`src/rtl/bcd_countdown_timer.sv`:
```
// Multi-digit packed-BCD countdown timer with a valid/ready preset port,
// start/pause/clear strobes and an optional auto-reload on expiry.
module bcd_countdown_timer #(
   parameter int DIGITS      = 4,
   parameter bit AUTO_RELOAD = 1'b0
) (
   input  logic                clk,
   input  logic                reset_n,
   input  logic                clear,
   input  logic                load_valid,
   output logic                load_ready,
   input  logic [4*DIGITS-1:0] load_value,
   input  logic                start,
   input  logic                pause,
   input  logic                tick,
   output logic [4*DIGITS-1:0] count,
   output logic                running,
   output logic                expired,
   output logic                load_error
);

   localparam int W = 4 * DIGITS;
   localparam logic [W-1:0] ZERO = '0;
   localparam logic [W-1:0] ONE  = W'(1);

   typedef enum logic [1:0] {
      IDLE   = 2'd0,
      ARMED  = 2'd1,
      RUN    = 2'd2,
      PAUSED = 2'd3
   } state_t;

   state_t         state, state_next;
   logic [W-1:0]   count_next;
   logic [W-1:0]   reload, reload_next;
   logic           expired_next;
   logic           load_error_next;
   logic           load_fire;

   function automatic logic bcd_ok(input logic [W-1:0] v);
      logic ok;
      ok = 1'b1;
      for (int i = 0; i < DIGITS; i++) begin
         if (v[4*i +: 4] > 4'd9) ok = 1'b0;
      end
      return ok;
   endfunction

   // Ripple borrow: a zero digit becomes 9 and passes the borrow upward.
   function automatic logic [W-1:0] bcd_dec(input logic [W-1:0] v);
      logic [W-1:0] r;
      logic         borrow;
      logic [3:0]   d;
      r      = v;
      borrow = 1'b1;
      for (int i = 0; i < DIGITS; i++) begin
         d = v[4*i +: 4];
         if (borrow) begin
            if (d == 4'd0) begin
               d = 4'd9;
            end else begin
               d      = d - 4'd1;
               borrow = 1'b0;
            end
         end
         r[4*i +: 4] = d;
      end
      return r;
   endfunction

   assign running    = (state == RUN);
   assign load_ready = (state != RUN);
   assign load_fire  = load_valid & load_ready;

   always_ff @(posedge clk or negedge reset_n) begin
      if (!reset_n) begin
         state      <= IDLE;
         count      <= '0;
         reload     <= '0;
         expired    <= 1'b0;
         load_error <= 1'b0;
      end else begin
         state      <= state_next;
         count      <= count_next;
         reload     <= reload_next;
         expired    <= expired_next;
         load_error <= load_error_next;
      end
   end

   always_comb begin
      state_next      = state;
      count_next      = count;
      reload_next     = reload;
      expired_next    = 1'b0;
      load_error_next = 1'b0;
      unique case (1'b1)
         clear: begin
            state_next  = IDLE;
            count_next  = '0;
            reload_next = '0;
         end
         load_fire: begin
            if (bcd_ok(load_value)) begin
               count_next  = load_value;
               reload_next = load_value;
               state_next  = ARMED;
            end else begin
               load_error_next = 1'b1;
            end
         end
         default: begin
            if (state == RUN && pause) begin
               state_next = PAUSED;
            end else if ((state == ARMED || state == PAUSED) && start) begin
               state_next = RUN;
            end
            if (state == RUN && tick) begin
               if (count == ZERO) begin
                  // Started at zero: never wraps or free-runs.
                  expired_next = 1'b1;
                  state_next   = IDLE;
               end else if (count == ONE) begin
                  expired_next = 1'b1;
                  if (AUTO_RELOAD) begin
                     count_next = reload;
                  end else begin
                     count_next = '0;
                     state_next = IDLE;
                  end
               end else begin
                  count_next = bcd_dec(count);
               end
            end
         end
      endcase
   end

endmodule

```
`config.mk`:
```
export PLATFORM = sky130hd
export DESIGN_NAME = bcd_countdown_timer
export DESIGN_NICKNAME = d
export VERILOG_FILES = /design/src/rtl/bcd_countdown_timer.sv
export SDC_FILE = /design/constraint.sdc
export NUM_CORES = 1
export LEC_CHECK = 0
export ABC_AREA = 1
export CELL_PAD_IN_SITES_DETAIL_PLACEMENT = 0
export CELL_PAD_IN_SITES_GLOBAL_PLACEMENT = 2
export CORE_UTILIZATION = 22
export CTS_CLUSTER_SIZE = 20
export DETAILED_ROUTE_END_ITERATION = 8
export PLACE_DENSITY = 0.85
export SYNTH_ARGS = -nofsm -noshare
export SYNTH_HDL_FRONTEND = slang
export SYNTH_SLANG_ARGS = --single-unit
```
`constraint.sdc`:
```
create_clock -name clk -period 1.79 [get_ports clk]
set_clock_uncertainty 0.15 [all_clocks]
set_input_delay 0.358 -clock clk [delete_from_list [all_inputs] [get_ports clk]]
set_output_delay 0.358 -clock clk [all_outputs]
set_load 0.01 [all_outputs]
```
# Yosys cells after proc, flatten, opt, wreduce, memory -nomap -nowiden
# Cells that the tools add are included.
# classes
add_sub_neg	4
magnitude_cmp	4
eq_ne	7
muxes	47
bitwise_logic	1
reduce_logical	18
# ops
cell	n
$mux W16	4
$pmux W16 S2	1
$mux W1	28
$mux W4	7
$eq A16 B1 Y1 const B	1
$gt A4 B4 Y1 const B	4
$logic_not A16 Y1	1
$logic_not A4 Y1	4
$sub A4 B1 Y4 const B	4
$mux W2	6
$reduce_and A4 Y1	3
$reduce_bool A4 Y1	3
$eq A2 B2 Y1 const B	2
$pmux W2 S2	1
$logic_and A1 B1 Y1	3
$ne A3 B3 Y1 const B	1
$reduce_and A3 Y1	1
$reduce_bool A3 Y1	1
$eq A2 B1 Y1 const B	1
$ne A2 B1 Y1 const B	1
$ne A2 B2 Y1 const B	1
$reduce_or A2 Y1	1
$and A1 B1 Y1	1
$logic_or A1 B1 Y1	1
# totals
ff_bits	20
input_bits	23
output_inout_bits	20

# Longest topological paths before layout
# Gate-level depths: netlist of run 1.
# logic_depth
word_depth	21
depth_mapped	11
mapped_depth_nobuf	10

# Least setup slack after synthesis of run 1
# Ideal clock, no wire load.
# synth_path
path_type	register -> register
startpoint	reg count[12]
endpoint	reg count[7]
setup_time_ns	0.118
t_arrival_ns	1.597
required_time_ns	1.522
slack_ns	-0.075
path_stages_with_launch	11
n_path_buf	1
path_cell_list	dfrtp_1 > inv_1 > ha_1 > nand3_1 > nor2_1 > nand2_1 > buf_4 > nand3_2 > nand3_1 > nand2_1 > nand2_1
# synth_between
elab_chain_cells	5
elab_cells_between_ends	9
# synth_rtl
item	line_no	text
from (decl)	16	output logic [4*DIGITS-1:0] count,
from (signal assigned)	84	count <= count_next;
$eq A16 B1 Y1	123	end else if (count == ONE) begin
$mux W16	123	
$mux W16	119	if (count == ZERO) begin
$mux W16	118	if (state == RUN && tick) begin
$pmux W16 S2	97	unique case (1'b1)
# Several ways; a longest one is shown, not always the timed one. The select of a mux whose other input is x is not followed.
# A chain may end at the register's enable or synchronous reset.

# Worst setup path after layout of run 1
# layout_path
startpoint	reg count[0]
endpoint	out count[0]
# No word-level cell between the ends.

==> qor.yml, run 1 <==
outcome: "finished, violations left"
failed_checks: "design-rule violations"
grtUsageTotal: 0.136
drtIter0Drc: 81
hp-class: "primary input to asynchronous set/reset pin"
clk_pin_slew_ps: 80
cp-end-kind: "output pin"
grt.overflow.total: 0
maxClockFrequency_mhz: 572
total_power_mw: 2.99
drtAntennaViolNets: 0
dieHeight_um: 84.6
p_seq_frac: 0.229
root_buffer: "clkbuf_8"
clkPwrFrac: 0.121
crit_arrival_ps: 1240
start_kind: "register"
reg2reg_from: "count[12]"
fin_crit_sh: 0.977
grt_max_degree: 21
avgRoutedWirePerCell_um: 11.6
drt-pass1-iter-count: 8
clock_path_buffers: 2
leakagePower_nw: 1.46
ff2ff_setup_slack_ps: 60
setup_violations: 0
hold_ws_ps: 283
yosys_warnings: 0
nFillCells: 687
cts_tree: "yes"
synthMuxAreaShare: 0
routed_wirelength_um: 4760
p_sw_mw: 1.23
num_rows: 29
intPower_mw: 1.76
synth_seq_cells: 20
core_region_area_sq_um: 6460
cts_made_buffers: 3
grt_pass1_vias: 1692
htree_levels: 1
r2r_cells: 11
critPathRequiredTime_ps: 1280
syn_avg_cell_area_sq_um: 6.37
gp_congestion: 0.790
drive_above_1_share: 0.303
die-area_sq_um: 7160
comb_power_share: 0.650
worst_slew_pin_slew_ps: 279
grt_pass1_wl_um: 7750
period_minus_slack_ps: 1750
dp_hpwl_um: 3730
die_x_um: 84.6
clock_latency_ps: 260
synth-compound-area-share: 0.0858
swShare: 0.411
area_delta_synth_final_pct: 75.3
io_pins: 43
seq_area_frac_synth: 0.333
io_buffers: 42
antennaDiodeCount: 0
antenna_found_initial: 0
fin_util: 0.408
rsz0062_at_grt: "true"
syn-cell-area_sq_um: 1500
yosys.area_share.xor_xnor: 0.00583
cts_sinks: 20
cp_max_fo: 4
vias: 1786
drv_slew: 0
finalHoldViolations: 0
synth_fp_nets: 264
initial_core_util: 0.233
synth-adder-area-share: 0.0416
ir_worst_vdd_mv: 0.487
vias_per_cell: 4.36
synthSimpleGateAreaFrac: 0.447
crit_type: "register to output pin"
cts_hold_buf: 0
power_density_nw_per_um2: 1130
drv_cap: 0
synth_top_family_by_area: "simple AND/OR/NAND/NOR gates"
synthCells: 236
drc: 2
layout.nets: 362
tns_ps: 0
slew-limit-headroom: 0.813
r2r-end: "count[3]"
yosysUniqueCellTypes: 23
[layout make-up]
type                       count  area [sq um]  share of cell area
inverter                      24          90.1              0.0342
timing repair buffer          99           871               0.331
multi-input combinational    186          1020               0.387
clock buffer                   4          55.1              0.0209
sequential                    20           502               0.190
tap                           77          96.3              0.0366
[worst max-delay path, cell delays in order (launching register included)]
cell and delay (ps):
dfrtp_2 440, buf_4 140, buf_4 130, dlygate4sd2_1 270
[worst max-delay path by stage]
stage | slack, ps | from | to
2_1_floorplan | 1 | count[12] | count[7]
4_1_cts | 3 | count[12] | count[12]
3_5_place_dp | -380 | load_valid | count[6]
6_report | 40 | count[0] | count[0]
3_3_place_gp | -360 | load_value[2] | count[8]
5_1_grt | -30 | count[12] | count[0]
[repair_timing]
item                                   CTS  global route
pin swaps                                2             7
endpoints found under the hold margin    0             0
setup buffers                            1             5
resized for setup                       25            38
setup endpoints to repair               25            26
[per-layer routing]
layer	up-vias	share of wire	GRT usage
li1	946	-	-
met1	807	0.48	0.184
met2	31	0.48	0.229
met3	2	0.038	0.0197
met4	0	0.0044	0.0277
met5	-	0	0
[flip-flops by register name, indices dropped and copies added, names as in the netlist]
| signal | flops |
|---|---|
| count | 16 |
| expired | 1 |
| load_error | 1 |
| state | 2 |
[power groups by stage]
stage	clock [mW]	combinational [mW]	sequential (mW)
floorplan	0	0.743	0.783
global placement	0	1.76	0.673
detailed placement	0	1.76	0.678
CTS	0.373	1.79	0.669
global route	0.400	2.20	0.696
finish	0.363	1.94	0.683
[stage by stage]
step / setup WS [ps] / instances / cell area, sq um
after floorplan: 1.21 / 236 / 1510
after global placement: -365 / 400 / 2370
after detailed placement: -382 / 400 / 2370
after CTS: 3.47 / 405 / 2470
after global routing: -30.0 / 410 / 2630
final: 41.6 / 410 / 2630
[cells by family after synthesis]
kind of cell | after synthesis
compound gates | 23
xor+xnor | 1
fa+ha+maj | 5
buf+inv | 30
flops | 20
simple gates | 157
[synthesized netlist by cell type (all sizes together)]
library cell / instances / area [sq um]
buf: 5 / 36.3
nand3b: 1 / 7.51
o21ai: 19 / 95.1
inv: 24 / 90.1
nand2: 102 / 388
ha: 5 / 62.6
nand3: 25 / 140
nor2: 21 / 88.8
xor2: 1 / 8.76
clkbuf: 1 / 3.75
nand4: 6 / 37.5
dfrtp: 20 / 500
nor3: 2 / 10.0
a21oi: 3 / 26.3
a22oi: 1 / 7.51
[placed cells by master, fill, tap and decap left out]
cell type        count
dlymetal6s2s_1       9
inv_2                8
nand2_2              9
dfrtp_1             19
a22oi_1              1
ha_1                 2
clkdlybuf4s50_1     24
nand2_4              1
nand3b_1             1
nor2_4               5
nand4_1              6
dfrtp_2              1
nand3_4              2
buf_4               54
nand2_1             92
nand3_2              9
buf_6                3
ha_4                 3
a21oi_4              1
o21ai_1              8
dlygate4sd2_1        9
nor3_1               2
a21oi_1              2
nor2_1              15
o21ai_0             11
xor2_1               1
inv_1               16
nand3_1             14
nor2_2               1
clkbuf_8             4
Power figures use the tool's default switching activity.
==> run 2: changes to the inputs <==
--- a/config.mk
+++ b/config.mk
@@ -8,10 +8,10 @@
 export ABC_AREA = 1
 export CELL_PAD_IN_SITES_DETAIL_PLACEMENT = 0
 export CELL_PAD_IN_SITES_GLOBAL_PLACEMENT = 2
-export CORE_UTILIZATION = 22
+export CORE_UTILIZATION = 26
 export CTS_CLUSTER_SIZE = 20
 export DETAILED_ROUTE_END_ITERATION = 8
-export PLACE_DENSITY = 0.85
+export PLACE_DENSITY = 0.94
 export SYNTH_ARGS = -nofsm -noshare
 export SYNTH_HDL_FRONTEND = slang
 export SYNTH_SLANG_ARGS = --single-unit
==> constraint.sdc (replaced) <==
create_clock -name clk -period 2.2 [get_ports clk]
set_clock_uncertainty 0.15 [all_clocks]
set_input_delay 0.44 -clock clk [delete_from_list [all_inputs] [get_ports clk]]
set_output_delay 0.44 -clock clk [all_outputs]
set_load 0.01 [all_outputs]
==> run 2 against run 1 <==
Effect of this change: the run now ends clean; global-route usage is 1.7 points higher; combinational power decreased by 41%; critical path depth unchanged; sequential share of layout area rose by 3.5 points; sequential cell count stayed put; register-to-register slack gained 190 ps; clock power is 3% higher; core utilization fell by 0.72 points; final area decreased by 16%; worst setup slack improved by 150 ps; critical endpoint is now load_ready; largest power group unchanged.
==> qor.yml, run 2 (same netlist as run 1, synthesis figures left out) <==
outcome: "finished, final reports clean"
critical_path_buf_inv_count: 2  # -1
clkPwrFrac: 0.177  # +0.056
cts_tree: "yes"
grt_pass1_vias: 1609  # -4.9%
io_pins: 43  # unchanged
finalHoldViolations: 0  # unchanged
total_power_mw: 2.11  # -29%
critPathRequiredTime_ps: 1610  # +330 ps
cts_made_buffers: 3  # unchanged
io_buffers: 42  # unchanged
die_x_um: 78.0  # -7.8%
crit_arrival_ps: 1420  # +180 ps
largestRegisters: "count (16), state (2)"
cp-end-kind: "output pin"
maxClockFrequency_mhz: 498
dieHeight_um: 78.0  # -7.8%
cpLargestDelayFamily: "buffers and inverters"
antenna_found_initial: 0  # unchanged
cp_max_fo: 5  # +1
num_rows: 27  # -6.9%
fin_crit_sh: 0.913
clock_latency_ps: 260  # about the same
core_region_area_sq_um: 5540  # -14%
slew-limit-headroom: 0.813  # about the same
tns_ps: 0  # unchanged
htree_levels: 1  # unchanged
grtUsageTotal: 0.153  # +0.0173
layout.nets: 326  # -9.9%
slowest_delay_ps: 560  # +120 ps
p_sw_mw: 0.847  # -31%
drc: 0  # -2
drtAntennaViolNets: 0  # unchanged
drive_above_1_share: 0.128  # -0.175
p_seq_frac: 0.281  # +0.052
final_area_sq_um: 2220  # -16%
period_minus_slack_ps: 2010
start_kind: "register"
worst_slew_pin_slew_ps: 278  # -1.36 ps
clock_path_buffers: 2  # unchanged
die-area_sq_um: 6090  # -15%
clk_pin_slew_ps: 80  # about the same
power_density_nw_per_um2: 952  # -16%
antennaDiodeCount: 0  # unchanged
layout_commonest_cell: "nand2_1"
path_cells: "inv_2 > nand2_1 > clkdlybuf4s50_1"
area_delta_synth_final_pct: 47.7
intPower_mw: 1.27  # -28%
dpl-instance-area_sq_um: 2140  # -9.5%
swShare: 0.401  # -0.0105
grt_max_degree: 21  # unchanged
gp_congestion: 0.834  # +5.6%
hold_ws_ps: 369  # +85.7 ps
avgRoutedWirePerCell_um: 11.6  # -0.36%
initial_core_util: 0.271  # +0.0386
dpl_worst_slack_ps: -51.0  # +331 ps
vias_per_cell: 4.41  # +1.3%
drtIter0Drc: 68  # -16%
vias: 1629  # -8.8%
layout_common_cells: "99 x nand2_1, 41 x clkdlybuf4s50_1, 22 x inv_1, 22 x nand3_1"
final.setup.worst_slack_ps: 192  # +150 ps
crit_type: "register to output pin"
largest_register_ffs: 16  # unchanged
cp_slowest_cell: "clkdlybuf4s50_1"
leakagePower_nw: 1.14  # -22%
root_buffer: "clkbuf_8"
drt-pass1-iter-count: 4  # -4
dp_hpwl_um: 3350  # -10%
ir_worst_vdd_mv: 0.526  # +7.8%
hp-class: "primary input to asynchronous set/reset pin"
routed_wirelength_um: 4270  # -10%
grt_pass1_wl_um: 7460  # -3.7%
grt.overflow.total: 0  # unchanged
drv_cap: 0  # unchanged
setup_violations: 0  # unchanged
comb_power_share: 0.542  # -0.108
drv_slew: 0  # unchanged
cts_sinks: 20  # unchanged
postCtsSetupBuffers: 0  # -1
largest_register: "count"
rsz0062_at_grt: "false"
run 2: power by group through the flow:
stage / Clock, mW / Combinational [mW] / Sequential (mW)
5_1_grt: 0.398 / 1.30 / 0.618
4_1_cts: 0.382 / 1.16 / 0.596
3_3_place_gp: 0 / 1.14 / 0.604
6_report: 0.374 / 1.14 / 0.595
2_1_floorplan: 0 / 0.597 / 0.636
3_5_place_dp: 0 / 1.15 / 0.601
run 2: worst register-to-register path, stage by stage (launching register included):
cell and delay, ps:
dfrtp_1 400, inv_1 120, ha_1 180, nand3_1 130, nor2_1 170, buf_4 140
nand2_1 60, nand2_1 80, nand2_2 120, nand3_1 190, nand2_1 80, nand2_1 70
run 2: final cells by class:
| type | count | area [sq um] |
|---|---|---|
| inverter | 24 | 90.1 |
| clock inverter | 1 | 30.0 |
| sequential | 20 | 500 |
| timing repair buffer | 63 | 593 |
| clock buffer | 3 | 41.3 |
| tap | 72 | 90.1 |
| multi-input combinational | 186 | 875 |
| fill | 630 | 3320 |
run 2: metrics by stage:
| stage | utilization | cells |
|---|---|---|
| finish | 0.401 | 369 |
| global route | 0.401 | 369 |
| CTS | 0.400 | 369 |
| detailed placement | 0.387 | 365 |
| global placement | 0.387 | 365 |
| floorplan | - | 236 |
run 2: final timing paths:
kind                          start    endpoint  slack (ps)  cells after the start
min                         reset_n    count[3]         370                      2
max in group asynchronous   reset_n    count[6]        1310                      2
min in group clk           count[8]    count[8]         370                      2
max reg2reg                count[8]   count[15]         250                     11
min reg2reg                count[8]    count[8]         370                      2
max                        state[0]  load_ready         190                      3
run 2: timing repair:
item | in CTS | in global routing
endpoints found under the setup margin | 0 | 9
hold buffers | 0 | 0
resized for setup | 0 | 2
run 2: metal layers:
metal	routed length (um)	up-vias	GRT usage
li1	-	873	-
met1	2210	720	0.209
met2	1820	32	0.247
met3	175	4	0.0302
met4	62	0	0.0389
met5	0	-	0
